**src/rtl/hazard_track_unit.sv**
```systemverilog
// Hazard detection and destination tracking for the 5-stage MIPS pipeline.
// Define HAZARD_STAT_CNT_EN to add the Stall_cnt/Flush_cnt statistics outputs.
module hazard_track_unit #(
    parameter int ADDR_W = 5,
    parameter int CNT_W  = 32
) (
    input  logic              clk_i,
    input  logic              rst_i,
    input  logic [ADDR_W-1:0] ID_Rs_addr,
    input  logic [ADDR_W-1:0] ID_Rt_addr,
    input  logic [ADDR_W-1:0] ID_Rd_addr,
    input  logic              ID_RegWrite,
    input  logic              ID_MemRead,
    input  logic              ID_Uses_Rt,
    input  logic              Branch_taken,
    output logic              PC_write,
    output logic              IF_ID_write,
    output logic              IF_ID_flush,
    output logic [ADDR_W-1:0] Rs_addr,
    output logic [ADDR_W-1:0] Rt_addr,
    output logic [ADDR_W-1:0] EX_Mem_Rd_addr,
    output logic [ADDR_W-1:0] Mem_WB_Rd_addr,
    output logic              EX_Mem_RegWrite,
    output logic              Mem_WB_RegWrite
`ifdef HAZARD_STAT_CNT_EN
    ,
    output logic [CNT_W-1:0]  Stall_cnt,
    output logic [CNT_W-1:0]  Flush_cnt
`endif
);

    logic [ADDR_W-1:0] id_ex_rs;
    logic [ADDR_W-1:0] id_ex_rt;
    logic [ADDR_W-1:0] id_ex_rd;
    logic              id_ex_regwrite;
    logic              id_ex_memread;
    logic [ADDR_W-1:0] ex_mem_rd;
    logic              ex_mem_regwrite;
    logic [ADDR_W-1:0] mem_wb_rd;
    logic              mem_wb_regwrite;

    logic stall;
    logic flush;

    // A load into $0 never produces a value, so it cannot cause a load-use hazard.
    always_comb begin
        stall = id_ex_memread && (id_ex_rd != '0) &&
                ((id_ex_rd == ID_Rs_addr) || (ID_Uses_Rt && (id_ex_rd == ID_Rt_addr)));
        flush = Branch_taken;
    end

    // A taken branch refetches anyway, so it overrides the stall.
    always_comb begin
        PC_write    = flush || !stall;
        IF_ID_write = flush || !stall;
        IF_ID_flush = flush;
    end

    always_ff @(posedge clk_i or posedge rst_i) begin
        if (rst_i) begin
            id_ex_rs        <= '0;
            id_ex_rt        <= '0;
            id_ex_rd        <= '0;
            id_ex_regwrite  <= 1'b0;
            id_ex_memread   <= 1'b0;
            ex_mem_rd       <= '0;
            ex_mem_regwrite <= 1'b0;
            mem_wb_rd       <= '0;
            mem_wb_regwrite <= 1'b0;
        end else begin
            if (flush || stall) begin
                id_ex_rs       <= '0;
                id_ex_rt       <= '0;
                id_ex_rd       <= '0;
                id_ex_regwrite <= 1'b0;
                id_ex_memread  <= 1'b0;
            end else begin
                id_ex_rs       <= ID_Rs_addr;
                id_ex_rt       <= ID_Rt_addr;
                id_ex_rd       <= ID_Rd_addr;
                id_ex_regwrite <= ID_RegWrite;
                id_ex_memread  <= ID_MemRead;
            end
            // Older instructions are past the branch and always retire.
            ex_mem_rd       <= id_ex_rd;
            ex_mem_regwrite <= id_ex_regwrite;
            mem_wb_rd       <= ex_mem_rd;
            mem_wb_regwrite <= ex_mem_regwrite;
        end
    end

    assign Rs_addr         = id_ex_rs;
    assign Rt_addr         = id_ex_rt;
    assign EX_Mem_Rd_addr  = ex_mem_rd;
    assign EX_Mem_RegWrite = ex_mem_regwrite;
    assign Mem_WB_Rd_addr  = mem_wb_rd;
    assign Mem_WB_RegWrite = mem_wb_regwrite;

`ifdef HAZARD_STAT_CNT_EN
    always_ff @(posedge clk_i or posedge rst_i) begin
        if (rst_i) begin
            Stall_cnt <= '0;
            Flush_cnt <= '0;
        end else begin
            if (stall && !flush)
                Stall_cnt <= Stall_cnt + 1'b1;
            if (flush)
                Flush_cnt <= Flush_cnt + 1'b1;
        end
    end
`endif

endmodule

```
**config.mk**
```make
export PLATFORM = sky130hd
export DESIGN_NAME = hazard_track_unit
export DESIGN_NICKNAME = d
export VERILOG_FILES = /design/src/rtl/hazard_track_unit.sv
export SDC_FILE = /design/constraint.sdc
export NUM_CORES = 1
export LEC_CHECK = 0
export CAP_MARGIN = 5
export CORE_MARGIN = 2
export CORE_UTILIZATION = 34
export DETAILED_ROUTE_END_ITERATION = 10
export PLACE_DENSITY = 0.76
export SYNTH_ARGS = -nofsm -noshare
export SYNTH_HDL_FRONTEND = slang
export SYNTH_SLANG_ARGS = --single-unit
```
**constraint.sdc**
```tcl
create_clock -name clk_i -period 2.64 [get_ports clk_i]
set_clock_uncertainty 0.15 [all_clocks]
set_input_delay 0.396 -clock clk_i [delete_from_list [all_inputs] [get_ports clk_i]]
set_output_delay 0.396 -clock clk_i [all_outputs]
set_load 0.05 [all_outputs]
```
# After elaboration in Yosys (flattened, before gate mapping)
# Index checks and enable logic that the tools add are counted.
# W data, S select, Z words.
# word_totals
wordCells	24
inputBits	21
ff_bits	29
# classes
n_eq_ne	2
muxes	5
reduce_logical	8
# ops
op	n
$mux W5	3
$eq A5 B5 Y1	2
$reduce_bool A5 Y1	1
$logic_and A1 B1 Y1	3
$logic_or A1 B1 Y1	3
$mux W1	2
$logic_not A1 Y1	1

# Longest topological paths before layout
# logic_depth
depth_word	6
depth_mapped	6
mapped_depth_nobuf	4

# Worst setup path after synthesis
# Ideal clock, no wire load.
# synth_timing
kind	reg2out
from	register id_ex_rd[1]
to	output PC_write
stages_incl_launch_ff	7
required_ns	2.094
arrival_time_ns	2.082
n_path_buf	3
path_slack_ns	0.012
cell_sequence	dfrtp_1 > or4_1 > o21a_1 > buf_6 > buf_12 > nand3b_1 > buf_4
# synth_between
elab_chain_len	6
word_cells_on_any_way	9
# synth_rtl
element	line	rtl
start, declared	34	logic [ADDR_W-1:0] id_ex_rd;
start signal, assigned	80	id_ex_rd <= ID_Rd_addr;
$eq A5 B5 Y1	48	((id_ex_rd == ID_Rs_addr) || (ID_Uses_Rt && (id_ex_rd == ID_Rt_addr)));
$logic_and A1 B1 Y1	48	
$logic_or A1 B1 Y1	48	
$logic_and A1 B1 Y1 (*)	47	stall = id_ex_memread && (id_ex_rd != '0) &&
$logic_not A1 Y1 (*)	-	
$logic_or A1 B1 Y1 (*)	-	
end, declared	16	output logic PC_write,
# Mark *: on every way between the ends. The rest lies on a longest branch, timed or not.

# Worst setup path in the final report
# layout_timing
from	register id_ex_rd[1]
to	output IF_ID_write
# layout_between
elab_chain_len	6
word_cells_on_any_way	9
# layout_rtl
element	line	rtl
$eq A5 B5 Y1	48	
$logic_and A1 B1 Y1	48	
$logic_or A1 B1 Y1	48	
$logic_and A1 B1 Y1 (*)	47	
$logic_not A1 Y1 (*)	55	IF_ID_write = flush || !stall;
$logic_or A1 B1 Y1 (*)	55	
end, declared	17	output logic IF_ID_write,
# Marked as above.

==> results.txt <==
----------------------------------------------------
[Outcome]
  Run status ... completed

[Clock tree]
  Number of sinks handled by clock tree synthesis ... 29
  CTS tree ... yes
  Root Buffer Master ... sky130_fd_sc_hd__clkbuf_4
  Insertion delay to the later sink of the worst-skew pair ... 0.32 ns
  Post-CTS repair timing setup buffer count ... 0
  Register clock-pin slew on the reported worst setup and hold paths ... 0.08 ns
  Number of H-tree branching levels ... 2
  Inserted Clock Buffers ... 5
  Quantity of hold-fixing buffers added after cts ... 0
  Number of instances resized during post-cts repair ... 0
  Deepest clock path buffer count ... 2

[Die]
  DIE AREA ... 3900 um2
  Initial cell density of the core ... 35.1%
  Y dimension of the die ... 62.4 um
  Core Area ... 3310 um2
  Core Rows ... 21
  Die width ... 62.4 um
  Boundary Pins ... 46

[Worst setup path]
  Worst reg2reg setup slack ... 0.86 ns
  Crit Reg-Reg Startpoint ... id_ex_rd[1]
  Element type at the critical path start ... flip-flop
  Category of the critical setup timing path ... reg2out
  Logic depth of the worst path, buffers included ... 4
  Largest incremental delay on the critical path ... 0.54 ns
  Crit path cell chain ... or4_1 > o21a_1 > nand3b_1 > buf_4
  Top Family by Delay on Critical Path ... simple AND/OR/NAND/NOR gates
  Data required time of the critical path ... 2.09 ns
  Cell type of the slowest stage on the worst timing path ... sky130_fd_sc_hd__or4_1
  Buffers & Inverters on Critical Path ... 1
  Worst r2r path cells ... 4
  Highest net fanout along the worst path ... 4
  Crit end category ... primary output
  Data arrival time of the critical path ... 1.85 ns
  Critical R2R Capture ... Rs_addr[2]

[Synthesis]
  Syn Nets ... 109
  Distinct cell type count of the synthesized netlist ... 18
  Post-synthesis sequential area ratio ... 62.5%
  Syn Inst Count ... 88
  Post-synthesis instance area ... 1160 um2
  Synthesized flop and latch total ... 29
  Synthesized area per cell ... 13.2 um2
  Warnings from Yosys ... 0

[Finish]
  Layout filler cell count ... 299
  Most used cells in the layout excluding fill and tap cells ... sky130_fd_sc_hd__clkdlybuf4s50_1, sky130_fd_sc_hd__dfrtp_1, sky130_fd_sc_hd__nand2b_1
  Final-stage net count ... 159
  Diode insertion count for antenna repair ... 0
  Commonest non-fill, non-tap cell in the layout ... sky130_fd_sc_hd__clkdlybuf4s50_1
  Layout cells sized above 1 ... 18.0%
  Synth-to-layout area growth ... 47.8%

[GRT]
  Global-route wire length before repair ... 3.88 mm
  Vias in the first global route ... 852
  Pin count of the biggest net entering global routing ... 30
  Overall Global Routing Usage ... 13.2%
  GR Overflow Total ... 0
  Initial antenna violation count ... 0

[Pwr]
  Peak VDD IR ... 0.000191 V
  Reported leakage power ... 0.000724 uW
  Clock share of power ... 30.2%
  Proportion of power drawn by combinational gates ... 21.5%
  Switching share of power ... 28.4%
  Power per unit of standard cell area ... 578 nW/um2
  Share of power burned in registers ... 48.4%
  Switching component of the power ... 282 uW
  Overall power after layout ... 992 uW
  Internal Pwr Total ... 710 uW

[Route]
  DRC marker count from the first detailed-route iteration ... 22
  Drt wl/cell ... 12.7 um
  DRC violations left ... 0
  Via Count ... 824
  Routed Wire Length ... 2.36 mm
  Via density ... 4.45
  Antenna Violating Nets Remaining ... 0
  Drt first pass iters ... 4

[Flow run]
  Max-cap check violation count ... 0

[STA]
  Final period demand of the worst path ... 2.39 ns
  Worst slew pin tran ... 0.509 ns
  Summed negative setup slack over all endpoints ... 0 ns
  Number of hold violations in the final report ... 0
  Final number of max-transition violations ... 0
  Maximum clock frequency ... 418 MHz
  Unrepaired setup endpoints after global routing ... no
  Period Utilization, post-route ... 90.6%
  Rel. slew slack ... 65.9%
  Final setup violation count ... 0

[Min path]
  Worst Hold Class ... reg2reg
  Hold depth ... 0
  Launch instance of the worst min-delay path ... id_ex_regwrite
  Terminating pin of the worst hold path ... EX_Mem_RegWrite

[Placed design]
  DP HPWL ... 1.79 mm
  Count of port buffers added during placement ... 45
  Placer congestion estimate ... 0.756

----------------------------------------------------
[per-layer routing]
metal / part of all wire, % / up-vias / global-route usage (%)
li1: - / 387 / -
met1: 40 / 397 / 15.0
met2: 50 / 37 / 22.3
met3: 8.6 / 3 / 5.77
met4: 1.4 / 0 / 4.17
met5: 0 / - / 0
[how the worst max path moves through the flow]
stage	from	endpoint	slack, ns
floorplan	id_ex_rd[1]	PC_write	0.01
global placement	ID_Rs_addr[3]	IF_ID_write	0.42
detailed placement	ID_Rs_addr[4]	IF_ID_write	0.37
CTS	id_ex_rd[1]	IF_ID_write	0.23
global route	id_ex_rd[1]	PC_write	0.17
finish	id_ex_rd[1]	IF_ID_write	0.25
[sequential cells by signal, summed over array words and instances, names as in the netlist]
| name | flops |
|---|---|
| EX_Mem_RegWrite | 1 |
| id_ex_memread | 1 |
| Mem_WB_Rd_addr | 5 |
| Mem_WB_RegWrite | 1 |
| EX_Mem_Rd_addr | 5 |
| id_ex_regwrite | 1 |
| Rs_addr | 5 |
| id_ex_rd | 5 |
| Rt_addr | 5 |
[cells by family (layout without fill, tap and decap cells)]
family / after synthesis / after routing / synth area share [%]
buf+inv: 7 / 58 / 5.28
flops: 29 / 29 / 62.5
compound gates: 19 / 19 / 12.6
simple gates: 23 / 23 / 12.1
xor+xnor: 10 / 10 / 7.54
[power groups by stage]
stage	sequential [uW]	combinational [uW]	clock, uW
final	480	213	299
after floorplan	552	67.3	0
after CTS	480	215	307
after global routing	483	225	332
after detailed placement	489	215	0
after global placement	487	212	0
[per-stage QoR]
stage | hold WS (ns) | instances | utilization [%] | setup slack (ns) | cell area (um2)
floorplan | 0.181 | 88 | - | 0.0115 | 1160
global placement | 0.183 | 177 | 49.7 | 0.416 | 1650
detailed placement | 0.196 | 177 | 49.7 | 0.373 | 1650
CTS | 0.221 | 185 | 51.9 | 0.231 | 1720
global route | 0.227 | 185 | 51.9 | 0.169 | 1720
finish | 0.213 | 185 | 51.9 | 0.247 | 1720
[final cells by class]
| cell class | instances | area (um2) | area share (%) |
|---|---|---|---|
| flip-flops and latches | 29 | 726 | 42.3 |
| repair buffers | 49 | 485 | 28.3 |
| multi-input cells | 52 | 374 | 21.8 |
| clock buffers | 7 | 65.1 | 3.79 |
| well taps | 46 | 57.6 | 3.35 |
| clock inverters | 1 | 5.00 | 0.292 |
| inverters | 1 | 3.75 | 0.219 |
[Yosys cell counts]
cell / instances / area (um2)
sky130_fd_sc_hd__o22ai_2: 1 / 12.5
sky130_fd_sc_hd__o21a_1: 1 / 7.51
sky130_fd_sc_hd__buf_12: 1 / 20.0
sky130_fd_sc_hd__nand3_1: 1 / 5.00
sky130_fd_sc_hd__clkbuf_1: 1 / 3.75
sky130_fd_sc_hd__buf_6: 1 / 11.3
sky130_fd_sc_hd__a21oi_2: 8 / 70.1
sky130_fd_sc_hd__a21oi_1: 8 / 40.0
sky130_fd_sc_hd__inv_1: 1 / 3.75
sky130_fd_sc_hd__dfrtp_1: 29 / 726
sky130_fd_sc_hd__xnor2_1: 10 / 87.6
sky130_fd_sc_hd__or4_1: 1 / 7.51
sky130_fd_sc_hd__nand2b_1: 17 / 106
sky130_fd_sc_hd__nand2_1: 2 / 7.51
sky130_fd_sc_hd__a21oi_4: 1 / 16.3
sky130_fd_sc_hd__nand3b_1: 1 / 7.51
sky130_fd_sc_hd__buf_4: 3 / 22.5
sky130_fd_sc_hd__nand4_1: 1 / 6.26
Note: power is estimated with default switching activity, not from simulation.
